[config.mk]
export PLATFORM = sky130hd
export DESIGN_NAME = dmem_access_ctrl_flat
export DESIGN_NICKNAME = d
export VERILOG_FILES = /design/src/rtl/dmem_access_ctrl_if.sv /design/src/rtl/dmem_access_ctrl.sv /design/src/flat_wrapper.sv
export SDC_FILE = /design/constraint.sdc
export NUM_CORES = 1
export LEC_CHECK = 0
export ABC_CLOCK_PERIOD_IN_PS = 3200
export CAP_MARGIN = 20
export CORE_AREA = 2 2 123 125
export DETAILED_ROUTE_END_ITERATION = 8
export DIE_AREA = 0 0 125 127
export GPL_ROUTABILITY_DRIVEN = 0
export PLACE_DENSITY = 0.71
export SLEW_MARGIN = 20
export SYNTH_ARGS = -nofsm -noshare
export SYNTH_HDL_FRONTEND = slang
export SYNTH_SLANG_ARGS = --single-unit
export TNS_END_PERCENT = 1
[constraint.sdc]
create_clock -name clk -period 3.2 [get_ports clk]
set_input_delay 0.8 -clock clk [delete_from_list [all_inputs] [get_ports clk]]
set_output_delay 0.8 -clock clk [all_outputs]
set_load 0.03 [all_outputs]
[src/rtl/dmem_access_ctrl_if.sv]
// Requester-side bus for the data-memory access controller: one instance per requester.
// The requester drives the access fields; the controller returns grant and response.
interface dmem_access_ctrl_if #(
    parameter int AW = 32,
    parameter int DW = 32
);
    logic          req;
    logic          we;
    logic [AW-1:0] addr;
    logic [DW-1:0] wdata;
    logic [1:0]    wsel;
    logic [2:0]    rsel;
    logic          gnt;
    logic          rvalid;
    logic [DW-1:0] rdata;
    logic          err;

    modport master (
        output req, we, addr, wdata, wsel, rsel,
        input  gnt, rvalid, rdata, err
    );

    modport slave (
        input  req, we, addr, wdata, wsel, rsel,
        output gnt, rvalid, rdata, err
    );
endinterface

[src/rtl/dmem_access_ctrl.sv]
// Shares one DMEM port between CPU and DMA requesters, tracks the one-cycle read
// latency, and turns accesses the memory cannot perform into error responses.
module dmem_access_ctrl #(
    parameter int AW            = 32,
    parameter int DW            = 32,
    parameter int MEM_ADDR_BITS = 20,
    parameter int STARVE_LIMIT  = 4
) (
    input  logic              clk,
    input  logic              rst_n,
    dmem_access_ctrl_if.slave cpu,
    dmem_access_ctrl_if.slave dma,
    output logic [AW-1:0]     mem_addr,
    output logic [DW-1:0]     mem_dataw,
    output logic              mem_memrw,
    output logic [1:0]        mem_wsel,
    output logic [2:0]        mem_rsel,
    input  logic [DW-1:0]     mem_datar,
    output logic              busy
);

    typedef enum logic {IDLE, RESP} state_e;
    typedef enum logic [1:0] {OWN_NONE, OWN_CPU, OWN_DMA} owner_e;
    typedef enum logic {KIND_DATA, KIND_ERR} kind_e;

    localparam logic [3:0] LIMIT = 4'(STARVE_LIMIT);

    state_e        state_q, state_d;
    owner_e        owner_q, owner_d;
    kind_e         kind_q, kind_d;
    logic [3:0]    starve_q, starve_d;

    logic          cpu_win;
    logic          dma_win;
    logic          grant;
    logic          sel_we;
    logic [AW-1:0] sel_addr;
    logic [DW-1:0] sel_wdata;
    logic [1:0]    sel_wsel;
    logic [2:0]    sel_rsel;
    logic          sel_legal;
    logic          cpu_resp;
    logic          dma_resp;

    // Word-aligned, inside the decoded window, and a size code the memory knows.
    function automatic logic is_legal(input logic          we,
                                      input logic [AW-1:0] addr,
                                      input logic [1:0]    wsel,
                                      input logic [2:0]    rsel);
        logic ok;
        ok = (addr[1:0] == 2'b00) && (addr[AW-1:MEM_ADDR_BITS] == '0);
        if (we) begin
            ok = ok && (wsel != 2'b11);
        end else begin
            ok = ok && (rsel inside {3'b000, 3'b010, 3'b011, 3'b100, 3'b101});
        end
        return ok;
    endfunction

    always_comb begin
        dma_win = rst_n && dma.req && (!cpu.req || (starve_q == LIMIT));
        cpu_win = rst_n && cpu.req && !dma_win;
        grant   = cpu_win || dma_win;
        if (dma_win) begin
            sel_we    = dma.we;
            sel_addr  = dma.addr;
            sel_wdata = dma.wdata;
            sel_wsel  = dma.wsel;
            sel_rsel  = dma.rsel;
        end else begin
            sel_we    = cpu.we;
            sel_addr  = cpu.addr;
            sel_wdata = cpu.wdata;
            sel_wsel  = cpu.wsel;
            sel_rsel  = cpu.rsel;
        end
        sel_legal = is_legal(sel_we, sel_addr, sel_wsel, sel_rsel);
    end

    always_ff @(posedge clk) begin
        if (!rst_n) begin
            state_q  <= IDLE;
            owner_q  <= OWN_NONE;
            kind_q   <= KIND_DATA;
            starve_q <= '0;
        end else begin
            state_q  <= state_d;
            owner_q  <= owner_d;
            kind_q   <= kind_d;
            starve_q <= starve_d;
        end
    end

    // Only loads and rejected accesses owe a response; legal stores finish silently.
    always_comb begin
        state_d = IDLE;
        owner_d = OWN_NONE;
        kind_d  = KIND_DATA;
        if (grant && (!sel_we || !sel_legal)) begin
            state_d = RESP;
            owner_d = dma_win ? OWN_DMA : OWN_CPU;
            kind_d  = sel_legal ? KIND_DATA : KIND_ERR;
        end

        if (!dma.req || dma_win) begin
            starve_d = '0;
        end else if (starve_q == LIMIT) begin
            starve_d = starve_q;
        end else begin
            starve_d = starve_q + 4'd1;
        end
    end

    // Anything not a legal grant parks the memory on a harmless word read of address 0.
    always_comb begin
        mem_addr  = '0;
        mem_dataw = '0;
        mem_memrw = 1'b0;
        mem_wsel  = 2'b10;
        mem_rsel  = 3'b011;
        if (grant && sel_legal) begin
            mem_addr  = sel_addr;
            mem_dataw = sel_wdata;
            mem_memrw = sel_we;
            mem_wsel  = sel_wsel;
            mem_rsel  = sel_rsel;
        end

        cpu.gnt = cpu_win;
        dma.gnt = dma_win;
        busy    = (state_q == RESP);

        cpu_resp   = (state_q == RESP) && (owner_q == OWN_CPU);
        dma_resp   = (state_q == RESP) && (owner_q == OWN_DMA);
        cpu.rvalid = cpu_resp && (kind_q == KIND_DATA);
        cpu.err    = cpu_resp && (kind_q == KIND_ERR);
        dma.rvalid = dma_resp && (kind_q == KIND_DATA);
        dma.err    = dma_resp && (kind_q == KIND_ERR);
        cpu.rdata  = cpu.rvalid ? mem_datar : '0;
        dma.rdata  = dma.rvalid ? mem_datar : '0;
    end

endmodule

[src/flat_wrapper.sv]
// flat-port wrapper written by rule: the top's interface ports become plain ports
module dmem_access_ctrl_flat 
#(
    parameter int AW            = 32,
    parameter int DW            = 32,
    parameter int MEM_ADDR_BITS = 20,
    parameter int STARVE_LIMIT  = 4
)
  (clk, rst_n, mem_addr, mem_dataw, mem_memrw, mem_wsel, mem_rsel, mem_datar, busy, cpu_req, cpu_we, cpu_addr, cpu_wdata, cpu_wsel, cpu_rsel, cpu_gnt, cpu_rvalid, cpu_rdata, cpu_err, dma_req, dma_we, dma_addr, dma_wdata, dma_wsel, dma_rsel, dma_gnt, dma_rvalid, dma_rdata, dma_err);
  dmem_access_ctrl_if #(.AW(AW), .DW(DW)) cpu_i ();
  dmem_access_ctrl_if #(.AW(AW), .DW(DW)) dma_i ();
  input  logic clk;
  input  logic rst_n;
  output logic [AW-1:0] mem_addr;
  output logic [DW-1:0] mem_dataw;
  output logic mem_memrw;
  output logic [1:0] mem_wsel;
  output logic [2:0] mem_rsel;
  input  logic [DW-1:0] mem_datar;
  output logic busy;
  input wire logic [$bits(cpu_i.req)-1:0] cpu_req;
  input wire logic [$bits(cpu_i.we)-1:0] cpu_we;
  input wire logic [$bits(cpu_i.addr)-1:0] cpu_addr;
  input wire logic [$bits(cpu_i.wdata)-1:0] cpu_wdata;
  input wire logic [$bits(cpu_i.wsel)-1:0] cpu_wsel;
  input wire logic [$bits(cpu_i.rsel)-1:0] cpu_rsel;
  output wire logic [$bits(cpu_i.gnt)-1:0] cpu_gnt;
  output wire logic [$bits(cpu_i.rvalid)-1:0] cpu_rvalid;
  output wire logic [$bits(cpu_i.rdata)-1:0] cpu_rdata;
  output wire logic [$bits(cpu_i.err)-1:0] cpu_err;
  input wire logic [$bits(dma_i.req)-1:0] dma_req;
  input wire logic [$bits(dma_i.we)-1:0] dma_we;
  input wire logic [$bits(dma_i.addr)-1:0] dma_addr;
  input wire logic [$bits(dma_i.wdata)-1:0] dma_wdata;
  input wire logic [$bits(dma_i.wsel)-1:0] dma_wsel;
  input wire logic [$bits(dma_i.rsel)-1:0] dma_rsel;
  output wire logic [$bits(dma_i.gnt)-1:0] dma_gnt;
  output wire logic [$bits(dma_i.rvalid)-1:0] dma_rvalid;
  output wire logic [$bits(dma_i.rdata)-1:0] dma_rdata;
  output wire logic [$bits(dma_i.err)-1:0] dma_err;
  assign cpu_i.req = cpu_req;
  assign cpu_i.we = cpu_we;
  assign cpu_i.addr = cpu_addr;
  assign cpu_i.wdata = cpu_wdata;
  assign cpu_i.wsel = cpu_wsel;
  assign cpu_i.rsel = cpu_rsel;
  assign cpu_gnt = cpu_i.gnt;
  assign cpu_rvalid = cpu_i.rvalid;
  assign cpu_rdata = cpu_i.rdata;
  assign cpu_err = cpu_i.err;
  assign dma_i.req = dma_req;
  assign dma_i.we = dma_we;
  assign dma_i.addr = dma_addr;
  assign dma_i.wdata = dma_wdata;
  assign dma_i.wsel = dma_wsel;
  assign dma_i.rsel = dma_rsel;
  assign dma_gnt = dma_i.gnt;
  assign dma_rvalid = dma_i.rvalid;
  assign dma_rdata = dma_i.rdata;
  assign dma_err = dma_i.err;
  dmem_access_ctrl #(.AW(AW), .DW(DW), .MEM_ADDR_BITS(MEM_ADDR_BITS), .STARVE_LIMIT(STARVE_LIMIT)) u_core (.clk(clk), .rst_n(rst_n), .cpu(cpu_i), .dma(dma_i), .mem_addr(mem_addr), .mem_dataw(mem_dataw), .mem_memrw(mem_memrw), .mem_wsel(mem_wsel), .mem_rsel(mem_rsel), .mem_datar(mem_datar), .busy(busy));
endmodule
==> After elaboration in Yosys (flattened, before gate mapping) <==
Cells that the tools add are included.
{ "word_totals": {"regBits": 8} }
{ "classes": {"add_sub_neg": 1, "n_eq_ne": 8, "mux": 16, "bitwise": 2, "n_reduce_logical": 30} }
{ "ops": {"columns": ["cell", "count"], "rows": [
  ["32-bit 2-to-1 mux", 6],
  ["1-bit logical AND", 15],
  ["12-bit logical NOT", 1],
  ["3-bit by 2-bit == test with 1-bit output (second input constant)", 2],
  ["3-bit == test (second input constant)", 2],
  ["2-bit 2-to-1 mux", 3],
  ["3-bit 2-to-1 mux", 2],
  ["1-bit logical NOT", 5],
  ["1-bit 2-to-1 mux", 5],
  ["5-bit nonzero test", 1],
  ["4-bit by 1-bit adder with 4-bit output (second input constant)", 1],
  ["4-bit by 3-bit == test with 1-bit output (second input constant)", 1],
  ["1-bit logical OR", 4],
  ["3-bit logical NOT", 1],
  ["2-bit by 1-bit == test with 1-bit output (second input constant)", 1],
  ["2-bit == test (second input constant)", 1],
  ["2-bit logical NOT", 1],
  ["2-bit inequality test (second input constant)", 1],
  ["1-bit NOT", 2],
  ["2-bit AND reduction", 1],
  ["2-bit OR reduction", 1]
]} }

==> Depth between registers and ports, before layout <==
{ "logic_depth": {"depth_word": 12, "depth_mapped": 8} }

==> Worst setup path after synthesis <==
Ideal clock, no wire load.
{ "synth_timing": {"kind": "input port to output port", "from": "input cpu_addr[1]", "to": "output mem_addr[2]", "arrival_time_ns": 2.824, "required_time_ns": 2.400, "path_slack_ns": -0.424, "stages": 4, "n_path_buf": 0, "path_cell_list": "or4_4 > nor4_4 > nand4_1 > a211oi_1"} }
{ "synth_between": {"elab_chain_len": 7, "word_cells_on_any_way": 8} }
{ "synth_lines": {"columns": ["element", "line_no", "source"], "rows": [
  ["start: declaration", "flat_wrapper.sv:23", "input wire logic [$bits(cpu_i.addr)-1:0] cpu_addr;"],
  ["32-bit 2-to-1 mux *", "dmem_access_ctrl.sv:64", "if (dma_win) begin"],
  ["2-bit logical NOT *", "dmem_access_ctrl.sv:51", "ok = (addr[1:0] == 2'b00) && (addr[AW-1:MEM_ADDR_BITS] == '0);"],
  ["1-bit logical AND *", "dmem_access_ctrl.sv:51", null],
  ["1-bit logical AND (on tied branches)", "dmem_access_ctrl.sv:55, dmem_access_ctrl.sv:53", null],
  ["1-bit 2-to-1 mux *", "dmem_access_ctrl.sv:52", "if (we) begin"],
  ["1-bit logical AND *", "dmem_access_ctrl.sv:121", "if (grant && sel_legal) begin"],
  ["32-bit 2-to-1 mux *", "dmem_access_ctrl.sv:121", null],
  ["end: declaration", "flat_wrapper.sv:14", "output logic [AW-1:0] mem_addr;"]
]} }
Mark *: on every way between the ends. The rest lies on a longest branch, timed or not.

==> Worst setup path after layout <==
{ "layout_timing": {"from": "input cpu_addr[22]", "to": "output mem_rsel[2]"} }
{ "layout_between": {"elab_chain_len": 7, "word_cells_on_any_way": 8} }
{ "layout_lines": {"columns": ["element", "line_no", "source"], "rows": [
  ["32-bit 2-to-1 mux *", "dmem_access_ctrl.sv:64", null],
  ["12-bit logical NOT *", "dmem_access_ctrl.sv:51", null],
  ["1-bit logical AND *", "dmem_access_ctrl.sv:51", null],
  ["1-bit logical AND (on tied branches)", "dmem_access_ctrl.sv:55, dmem_access_ctrl.sv:53", null],
  ["1-bit 2-to-1 mux *", "dmem_access_ctrl.sv:52", null],
  ["1-bit logical AND *", "dmem_access_ctrl.sv:121", null],
  ["3-bit 2-to-1 mux *", "dmem_access_ctrl.sv:121", null],
  ["end: declaration", "flat_wrapper.sv:18", "output logic [2:0] mem_rsel;"]
]} }
Marks and branches as above.

==> impl_table.tex <==
\begin{tabular}{lr}
\hline
Metric & Value \\
\hline
\multicolumn{2}{l}{\textbf{GRT}} \\
\quad Via count of the first global-routing pass & 4679 \\
\quad Overall global routing resource usage & 0.238 \\
\quad Largest net degree at the start of global routing & 41 \\
\quad Initial antenna violation count & 0 \\
\quad Aggregate global routing overflow & 0 \\
\quad First-pass GRT wire length & 29.1 mm \\
\multicolumn{2}{l}{\textbf{Routing}} \\
\quad Detailed-route wire length per cell & 22.8 um \\
\quad Via count & 4535 \\
\quad Antenna-violating nets left & 0 \\
\quad DRC & 0 \\
\quad Vias per Instance & 5.17 \\
\quad Pre-Repair DR Iteration Count & 5 \\
\quad Iteration-0 DRC count of the detailed router & 341 \\
\quad Total wirelength of the detailed-routed design & 20.0 mm \\
\multicolumn{2}{l}{\textbf{Clocking}} \\
\quad \# clock sinks & 8 \\
\quad Maximum root-to-sink buffer count & 2 \\
\quad Clock insertion delay at the later pin of the skew report & 230 ps \\
\quad Clock-pin slew on the worst setup and hold paths & 40 ps \\
\quad H-tree depth reported by CTS & 1 \\
\quad Root buffer cell & sky130\_fd\_sc\_hd\_\_clkbuf\_16 \\
\quad Inserted Clock Buffers & 3 \\
\quad Clock tree from TritonCTS & done \\
\multicolumn{2}{l}{\textbf{Timing}} \\
\quad Min setup slack post-route & -453 ps \\
\quad Period utilisation layout & 1.14 \\
\quad Maximum clock rate & 274 MHz \\
\quad Final count of pins violating max slew & 0 \\
\quad RSZ-0062 raised after global routing & yes \\
\quad Largest clock skew in the final design & 1.09 ps \\
\quad Number of endpoints with negative hold slack in the final report & 0 \\
\quad Clock period minus worst slack & 3650 ps \\
\quad Total of endpoints with negative setup slack in the final report & 56 \\
\multicolumn{2}{l}{\textbf{Critical path}} \\
\quad Cell Chain, Critical Path & buf\_6 -> or4\_4 -> nor4\_4 -> buf\_6 -> buf\_12 -> buf\_12 -> buf\_16 -> nand4\_1 -> a211oi\_2 -> clkbuf\_16 \\
\quad Count of cells along the worst register-to-register path & 7 \\
\quad Data arrival, critical path & 2850 ps \\
\quad Critical-path maximum fanout & 5 \\
\quad Data required time at the worst endpoint & 2400 ps \\
\quad Crit Path Class & in -> out \\
\quad Biggest cell delay along the critical path & 540 ps \\
\quad FF-to-FF Start & u\_core.starve\_q[0]\$\_SDFFE\_PP0N\_ \\
\quad Slowest cell on crit path & sky130\_fd\_sc\_hd\_\_or4\_4 \\
\quad Reg2reg end & u\_core.busy\$\_SDFF\_PN0\_ \\
\quad Type of element launching the critical path & input port \\
\quad Slack of the worst reg-to-reg path & 1400 ps \\
\quad Crit path capture type & primary output \\
\multicolumn{2}{l}{\textbf{Finish}} \\
\quad Proportion of layout cells with a drive suffix above 1 & 0.375 \\
\quad Leading cell types in the layout, fill and taps excluded & sky130\_fd\_sc\_hd\_\_clkdlybuf4s50\_1, sky130\_fd\_sc\_hd\_\_nand4\_1, sky130\_fd\_sc\_hd\_\_buf\_4 \\
\quad Most frequent standard cell in the layout excluding fill and tap cells & sky130\_fd\_sc\_hd\_\_clkdlybuf4s50\_1 \\
\quad Area added between synthesis and finish & 178\% \\
\quad Diodes inserted & 0 \\
\quad Number of nets in the layout & 873 \\
\quad Final Core Density & 0.515 \\
\multicolumn{2}{l}{\textbf{Logic synthesis}} \\
\quad Cell type with the highest aggregate area in the netlist & sky130\_fd\_sc\_hd\_\_nand4\_1 \\
\quad Async set-or-reset flop fraction in the synthesized netlist & 0 \\
\quad Yosys warning count & 0 \\
\quad Count of flip-flops with a built-in enable after synthesis & 0 \\
\quad Netlist cell types & 41 \\
\quad Main area contributors after synthesis & sky130\_fd\_sc\_hd\_\_nand4\_1, sky130\_fd\_sc\_hd\_\_a211oi\_2, sky130\_fd\_sc\_hd\_\_and2\_1, sky130\_fd\_sc\_hd\_\_dfxtp\_1, sky130\_fd\_sc\_hd\_\_buf\_4 \\
\quad Post-synthesis average cell area & 7.39 um\^{}2 \\
\quad Area share of the leading cell type in the synthesized netlist & 0.251 \\
\quad Post-Synthesis Cells & 361 \\
\quad Most instantiated flip-flop cell in the synthesis netlist & sky130\_fd\_sc\_hd\_\_dfxtp\_1 \\
\quad Register bit count reported by yosys & 8 \\
\quad Area of the mapped netlist & 2670 um\^{}2 \\
\quad Sequential fraction of the synthesis area & 0.0600 \\
\multicolumn{2}{l}{\textbf{Min path}} \\
\quad Hold Path Class & reg -> reg \\
\quad Hold EP & u\_core.starve\_q[0]\$\_SDFFE\_PP0N\_ \\
\quad Hold path startpoint & u\_core.starve\_q[0]\$\_SDFFE\_PP0N\_ \\
\quad Number of stages on the worst hold path & 1 \\
\multicolumn{2}{l}{\textbf{Status}} \\
\quad Outcome & complete, but fails checks \\
\quad Violations in the final reports & setup timing \\
\multicolumn{2}{l}{\textbf{Placed design}} \\
\quad Half-perimeter wire length after placement & 12.8 mm \\
\quad IO buf count & 302 \\
\quad Pre-CTS WS & -651 ps \\
\multicolumn{2}{l}{\textbf{Power}} \\
\quad Power Dens Cells & 118 nW/um\^{}2 \\
\quad Maximum vdd drop & 0.113 mV \\
\quad Leakage power of the design & 0.00258 uW \\
\multicolumn{2}{l}{\textbf{Die}} \\
\quad Die X & 125 um \\
\quad Initial Utilization & 0.185 \\
\quad Number of top-level design ports & 317 \\
\quad Site Rows & 44 \\
\quad Die ar. & 15900 um\^{}2 \\
\quad Chip Height & 127 um \\
\quad Area of the core & 14400 um\^{}2 \\
\multicolumn{2}{l}{\textbf{Flow run}} \\
\quad Max-cap violation count & 0 \\
\hline
\end{tabular}
-- logic make-up after synthesis --
kind of cell / after synthesis / synth area share
adders and majority gates: 2 / 0.00937
AOI/OAI and AO/OA: 66 / 0.279
other: 1 / 0.00141
xor gates and xnor gates: 2 / 0.00656
and+or+nand+nor: 211 / 0.495
muxes: 1 / 0.00422
buffers and inverters: 70 / 0.144
DFF: 8 / 0.0600
-- metrics by stage --
step / setup TNS, ps / total power [uW] / instances / hold WS (ps) / cell area, um^2
finish: -18970 / 876 / 877 / 472 / 7420
global route: -22400 / 911 / 877 / 502 / 7420
CTS: -16650 / 873 / 870 / 475 / 7320
detailed placement: -34270 / 626 / 833 / 466 / 6350
global placement: -31320 / 619 / 833 / 440 / 6350
floorplan: -12360 / 307 / 374 / 430 / 3100
-- critical path, delay by kind of cell --
kind / cells / cell delay (ps)
and+or+nand+nor: 3 / 920
buffers and inverters: 6 / 760
AOI/OAI and AO/OA: 1 / 350
-- worst max-delay path by stage --
stage | slack (ps) | from | cells past startpoint | to
after floorplan | -230 | cpu_addr[1] | 5 | mem_addr[10]
after global placement | -590 | cpu_addr[1] | 7 | mem_addr[14]
after detailed placement | -650 | cpu_addr[1] | 7 | mem_addr[3]
after CTS | -320 | cpu_addr[27] | 10 | mem_addr[6]
after global routing | -490 | cpu_addr[22] | 10 | mem_rsel[2]
final | -450 | cpu_addr[22] | 10 | mem_rsel[2]
-- power by group --
| part | internal [uW] | switching [uW] | total [uW] | leakage (uW) |
|---|---|---|---|---|
| Combinational | 300 | 263 | 563 | 0.00248 |
| Clock | 161 | 45.1 | 206 | 0.0000370 |
| Sequential | 104 | 2.20 | 106 | 0.0000658 |
-- state kept, by name (all words and copies together) (netlist names) --
register and cells:
u_core.kind_q 1, u_core.owner_q 2, u_core.starve_q 4, u_core.busy 1
-- synthesized netlist by cell type, types with 5 or more instances --
cell	count
sky130_fd_sc_hd__nand4_1	107
sky130_fd_sc_hd__and2_1	64
sky130_fd_sc_hd__a211oi_2	49
sky130_fd_sc_hd__clkbuf_1	30
sky130_fd_sc_hd__buf_4	19
sky130_fd_sc_hd__buf_2	11
sky130_fd_sc_hd__nor2_1	10
sky130_fd_sc_hd__dfxtp_1	8
sky130_fd_sc_hd__nand2_1	6
sky130_fd_sc_hd__buf_6	5
-- layout make-up --
| class | count | area, um^2 |
|---|---|---|
| Inverter | 4 | 15.0 |
| Multi-Input combinational cell | 296 | 2620 |
| Timing Repair Buffer | 382 | 4320 |
| Fill cell | 1252 | 7000 |
| Sequential cell | 8 | 160 |
| Tap cell | 184 | 230 |
| Clock buffer | 3 | 75.1 |
-- routing by layer --
| layer | up-vias | routed length, um | GRT usage |
|---|---|---|---|
| met3 | 39 | 1510 | 0.0452 |
| li1 | 2019 | - | - |
| met5 | - | 0 | 0 |
| met1 | 2210 | 7150 | 0.267 |
| met4 | 0 | 435 | 0.0588 |
| met2 | 267 | 10900 | 0.459 |
-- what timing repair did --
item                       in CTS  in global routing
setup endpoints to repair      57                 56
hold buffers                    0                  0
setup buffers                  18                  8
cloned                         17                  0
gates resized for setup       126                  9
pin swaps                     121                  7
Power figures use the tool's default switching activity.
==> variant 1: new RTL, config.mk and constraints unchanged <==
`DW` is set to 32 in 3 places; all go to 36.
--- a/src/rtl/dmem_access_ctrl_if.sv
+++ b/src/rtl/dmem_access_ctrl_if.sv
@@ -2,7 +2,7 @@
 // The requester drives the access fields; the controller returns grant and response.
 interface dmem_access_ctrl_if #(
     parameter int AW = 32,
-    parameter int DW = 32
+    parameter int DW = 36
 );
     logic          req;
     logic          we;
--- a/src/rtl/dmem_access_ctrl.sv
+++ b/src/rtl/dmem_access_ctrl.sv
@@ -2,7 +2,7 @@
 // latency, and turns accesses the memory cannot perform into error responses.
 module dmem_access_ctrl #(
     parameter int AW            = 32,
-    parameter int DW            = 32,
+    parameter int DW            = 36,
     parameter int MEM_ADDR_BITS = 20,
     parameter int STARVE_LIMIT  = 4
 ) (
--- a/src/flat_wrapper.sv
+++ b/src/flat_wrapper.sv
@@ -2,7 +2,7 @@
 module dmem_access_ctrl_flat 
 #(
     parameter int AW            = 32,
-    parameter int DW            = 32,
+    parameter int DW            = 36,
     parameter int MEM_ADDR_BITS = 20,
     parameter int STARVE_LIMIT  = 4
 )
Interface: changed (6 resized); port bits go from 317 to 341. The function was not compared with the original's and may differ.
==> variant 1 against the original RTL <==
- the flow still finishes with violations (setup timing)
- power up 7.0%
- sequential cell count unchanged
- clock skew up 0.54 ps
- hold slack better by 21 ps
- wire length down 10%
- final area up 3.1%
- area after synthesis down 5.6%
- register-to-register slack worse by 150 ps
- first-iteration DRC count down 48%
- global-route usage down 2.3 points
- sequential power about the same
- worst setup slack better by 140 ps
- non-clock buffer count up 29
- critical path type unchanged
- largest power group unchanged
==> variant 1: results (changes against the original RTL) <==
global_routing:
  antenna_found_initial: 2  # was 0
  grt_usage: 0.214  # was 0.238
  first_global_vias: 4999  # was 4679
  grt_pass1_wl_um: 27300  # was 29100 µm
setup_path:
  cp-endpoint: "mem_addr[11]"  # was mem_rsel[2]
  crit_arrival_ps: 2710  # was 2850 ps
  worstSetupStartpoint: "cpu_addr[0]"  # was cpu_addr[22]
  regToRegSetupSlack_ps: 1250  # was 1400 ps
  worstPathMaxFanout: 6  # was 5
placed_design:
  dp_slack_ps: -883  # was -651 ps
  dpl-instance-area_um2: 6660  # was 6350 µm²
  dp.cells: 887  # was 833
layout:
  antenna_cells: 1  # was 0
  n_all_buffers: 411  # was 382
  buffer_area_frac: 0.573  # was 0.582
  multi_input_area_um2: 2790  # was 2620 µm²
timing:
  layout_setup_ws_ps: -313  # was -453 ps
  setup_violations: 60  # was 56
  holdWs_ps: 493  # was 472 ps
synth:
  synthMuxAreaShare: 0.00447  # was 0.00422
  synthTopCellsByArea: "nand4_1 (29%), and2_1 (18%), a211oi_1 (17%)"  # was nand4_1 (25%), a211oi_2 (23%), and2_1 (15%)
  synthTopCellsByCount: "nand4_1 (115), and2_1 (72), a211oi_1 (56), clkbuf_1 (40), buf_4 (16)"  # was nand4_1 (107), and2_1 (64), a211oi_2 (49), clkbuf_1 (30), buf_4 (19)
  synth-compound-area-share: 0.210  # was 0.279
  yosysUniqueCellTypes: 37  # was 41
route:
  first_pass_iters: 4  # was 5
  wirelength_um: 17900  # was 20000 µm
outcome:
  violations: "setup timing"  # unchanged
  outcome: "complete, but fails checks"  # unchanged
power_and_ir_drop:
  ir_worst_vdd_v: 0.000130  # was 0.000113 V
  leakage_nw: 2.67  # was 2.58 nW
-- variant 1: cell types whose count changed after synthesis, moves of 3 or more --
cell / change
a211oi_1: +53
buf_1: +3
a211oi_2: -49
and2_1: +8
buf_4: -3
nand4_1: +8
buf_6: -5
clkbuf_1: +10
-- variant 1: metal layers --
layer,vias to the layer above,wire length [µm],share of wire,global-route usage
met3,55,1460,0.082,0.0469
met1,2212,6140,0.34,0.226
li1,2150,-,-,-
met4,2,724,0.040,0.0837
met2,284,9580,0.53,0.413
met5,-,13,0.00073,0
-- variant 1: metrics by stage --
stage,total power (W),TNS (ps)
2_1_floorplan,0.000315,-3960
3_3_place_gp,0.000649,-41400
3_5_place_dp,0.000655,-43040
4_1_cts,0.000938,-15370
5_1_grt,0.000974,-19740
6_report,0.000937,-15290
-- variant 1: timing repair --
action	CTS	global route
resized for setup	156	2
pin swaps	109	13
buffers inserted	24	1
gates cloned	11	0
endpoints found under the setup margin	60	60
==> variant 2: new RTL, config.mk and constraints unchanged <==
Without the edit above. Re-encode `owner_e` (3 values) as one-hot, 3 bits wide.
--- a/src/rtl/dmem_access_ctrl.sv
+++ b/src/rtl/dmem_access_ctrl.sv
@@ -20,7 +20,7 @@
 );
 
     typedef enum logic {IDLE, RESP} state_e;
-    typedef enum logic [1:0] {OWN_NONE, OWN_CPU, OWN_DMA} owner_e;
+    typedef enum logic [2:0] {OWN_NONE = 3'b001, OWN_CPU = 3'b010, OWN_DMA = 3'b100} owner_e;
     typedef enum logic {KIND_DATA, KIND_ERR} kind_e;
 
     localparam logic [3:0] LIMIT = 4'(STARVE_LIMIT);
Behaviour: no difference found for any inputs over 10 cycles, from zero or initial values and one cycle with rst_n low; not proved beyond that.
==> variant 2 against the original RTL <==
- the run still ends with setup timing left
- area after synthesis decreased by 5.4%
- non-clock buffer count increased by 11
- worst setup slack better by 390 ps
- wire length shrank 12%
- count of clock-buffer cells in the layout increased by 1
- first-iteration DRC count fell by 21%
- global-route usage is 3.2 points lower
- power down 4.9%
- hold slack improved by 0.84 ps
- final area fell by 10%
- sequential cell count increased by 1
- via count down 1.4%
- clock power is 6% higher
==> variant 2: results (changes against the original RTL) <==
setup_path:
  regToRegSetupSlack_ps: 1260  # was 1400 ps
  rr_startpoint: "u_core.starve_q[0]$_SDFFE_PP0N_"  # unchanged
  worstSetupStartpoint: "cpu_addr[29]"  # was cpu_addr[22]
  slowest_stage: "and4_4"  # was or4_4
  rr_worst_depth: 9  # was 7
  rr_endpoint: "u_core.busy$_SDFF_PN0_"  # unchanged
  worstPathMaxFanout: 9  # was 5
  cpPeakStageDelay_ps: 270  # was 540 ps
  crit_arrival_ps: 2460  # was 2850 ps
synth:
  yosysWarnings: 0  # unchanged
  synthFlopType: "dfxtp_1"  # unchanged
  synthTopCellsByArea: "nand4_1 (27%), and2_1 (16%), a211oi_1 (12%)"  # was nand4_1 (25%), a211oi_2 (23%), and2_1 (15%)
  syn_avg_cell_area_um2: 6.84  # was 7.39 µm²
  yosysUniqueCellTypes: 36  # was 41
  synthTopCellsByCount: "nand4_1 (107), and2_1 (65), a211oi_1 (41), clkbuf_1 (25), buf_4 (22)"  # was nand4_1 (107), and2_1 (64), a211oi_2 (49), clkbuf_1 (30), buf_4 (19)
  synth_edf_count: 0  # unchanged
  ys_async_sr_fraction: 0  # unchanged
  seq_area_frac_synth: 0.0714  # was 0.0600
hold_path:
  min_to: "u_core.starve_q[0]$_SDFFE_PP0N_"  # unchanged
  min_from: "u_core.starve_q[0]$_SDFFE_PP0N_"  # unchanged
  min_path_cells: 1  # unchanged
  hold_class: "reg2reg"  # unchanged
route:
  drtIter0Drc: 271  # was 341
  wirelength_um: 17600  # was 20000 µm
  first_pass_iters: 5  # unchanged
  vias: 4471  # was 4535
  ant_nets: 0  # unchanged
  wl_per_cell_um: 19.6  # was 22.8 µm
layout:
  drive_gt1_frac: 0.430  # was 0.375
  reg.largest.list: "u_core.starve_q x4, u_core.owner_q x3"  # was u_core.starve_q x4, u_core.owner_q x2
  nets: 889  # was 873
placed_design:
  dp_slack_ps: -503  # was -651 ps
  dp_hpwl_um: 12900  # was 12800 µm
  dpl-instance-area_um2: 5770  # was 6350 µm²
  dp.cells: 856  # was 833
  port_buffers: 302  # unchanged
clock_tree:
  root_buffer: "clkbuf_16"  # unchanged
  clk_pin_slew_ps: 40  # about the same
  clk_latency_ps: 230  # about the same
  numCtsBuffers: 3  # unchanged
  htree_levels: 1  # unchanged
  cts.path.max_buffers: 2  # unchanged
  ctsHoldBuffers: 0  # unchanged
timing:
  finClkSkew_ps: 3.15  # was 1.09 ps
  layout_setup_ws_ps: -63.5  # was -453 ps
  setup_violations: 16  # was 56
global_routing:
  antenna_found_initial: 1  # was 0
  grt_pass1_wl_um: 25800  # was 29100 µm
  grt_usage: 0.205  # was 0.238
  first_global_vias: 4429  # was 4679
  grt_overflow: 0  # unchanged
  grt_max_degree: 42  # was 41
power_and_ir_drop:
  leakage_nw: 2.62  # was 2.58 nW
  ir_worst_vdd_v: 0.000175  # was 0.000113 V
outcome:
  violations: "setup timing"  # unchanged
  outcome: "complete, but fails checks"  # unchanged
## variant 2: changes by cell type in the layout (fill, tap and decap cells not counted), sizes merged, moves of 2 or more
| cell | delta |
|---|---|
| nand3b | +2 |
| dlygate4sd2 | -5 |
| nor4 | +2 |
| nand3 | +2 |
| nor2 | +3 |
| or4 | -3 |
| buf | +55 |
| nand2b | -2 |
| clkdlybuf4s15 | +5 |
| clkdlybuf4s50 | -42 |
## variant 2: what timing repair did
action / 4_1_cts / 5_1_grt
setup endpoints to repair: 56 / 55
gates resized for setup: 195 / 15
pin swaps: 71 / 10
gates cloned: 10 / 0
setup buffers: 27 / 0
## variant 2: layout make-up
type | count | area, µm²
timing repair buffer | 393 | 3900
clock buffer | 4 | 78.8
multi-input combinational | 300 | 2260
inverter | 4 | 15.0
sequential | 9 | 180
antenna | 1 | 2.50
fill | 1445 | 7760
tap | 184 | 230
## variant 2: worst max path at each step
stage / end / slack, ps
5_1_grt: mem_dataw[10] / -160
3_3_place_gp: mem_rsel[1] / -460
2_1_floorplan: mem_dataw[14] / -40
4_1_cts: mem_addr[4] / -30
6_report: mem_dataw[10] / -60
3_5_place_dp: mem_rsel[0] / -500
## variant 2: cells by family after synthesis
group	synth area share
and+or+nand+nor	0.532
buffers and inverters	0.162
AOI/OAI and AO/OA	0.207
DFF	0.0714
adders and majority gates	0.00991
xor gates and xnor gates	0.00694
other	0.00149
muxes	0.00892
## variant 2: layer usage
metal | track usage | routed length [µm] | vias to the layer above
met5 | 0 | 0 | -
met4 | 0.0314 | 186 | 0
met3 | 0.0302 | 1280 | 16
met2 | 0.387 | 9080 | 252
met1 | 0.252 | 7030 | 2103
li1 | - | - | 2100
## variant 2: power breakdown
group          switching [W]  internal [W]  total [W]  leakage [nW]
Clock              0.0000521      0.000166   0.000218        0.0382
Sequential        0.00000280      0.000117   0.000120        0.0742
Combinational       0.000215      0.000279   0.000494          2.51
Total               0.000270      0.000563   0.000833          2.62
## variant 2: critical path, delay by kind of cell
| kind | cells | cell delay (ps) |
|---|---|---|
| AND/OR/NAND/NOR | 3 | 630 |
| AO/OA/AOI/OAI | 1 | 250 |
| buffers and inverters | 6 | 790 |
## variant 2: metrics by stage
stage          total power (W)   util  hold slack (ps)  setup TNS (ps)
6_report              0.000833  0.462              472            -261
5_1_grt               0.000871  0.462              502           -3350
4_1_cts               0.000827  0.459              469           -88.1
3_5_place_dp          0.000560  0.400              454          -20330
3_3_place_gp          0.000559  0.400              446          -18640
2_1_floorplan         0.000262      -              430           -1140
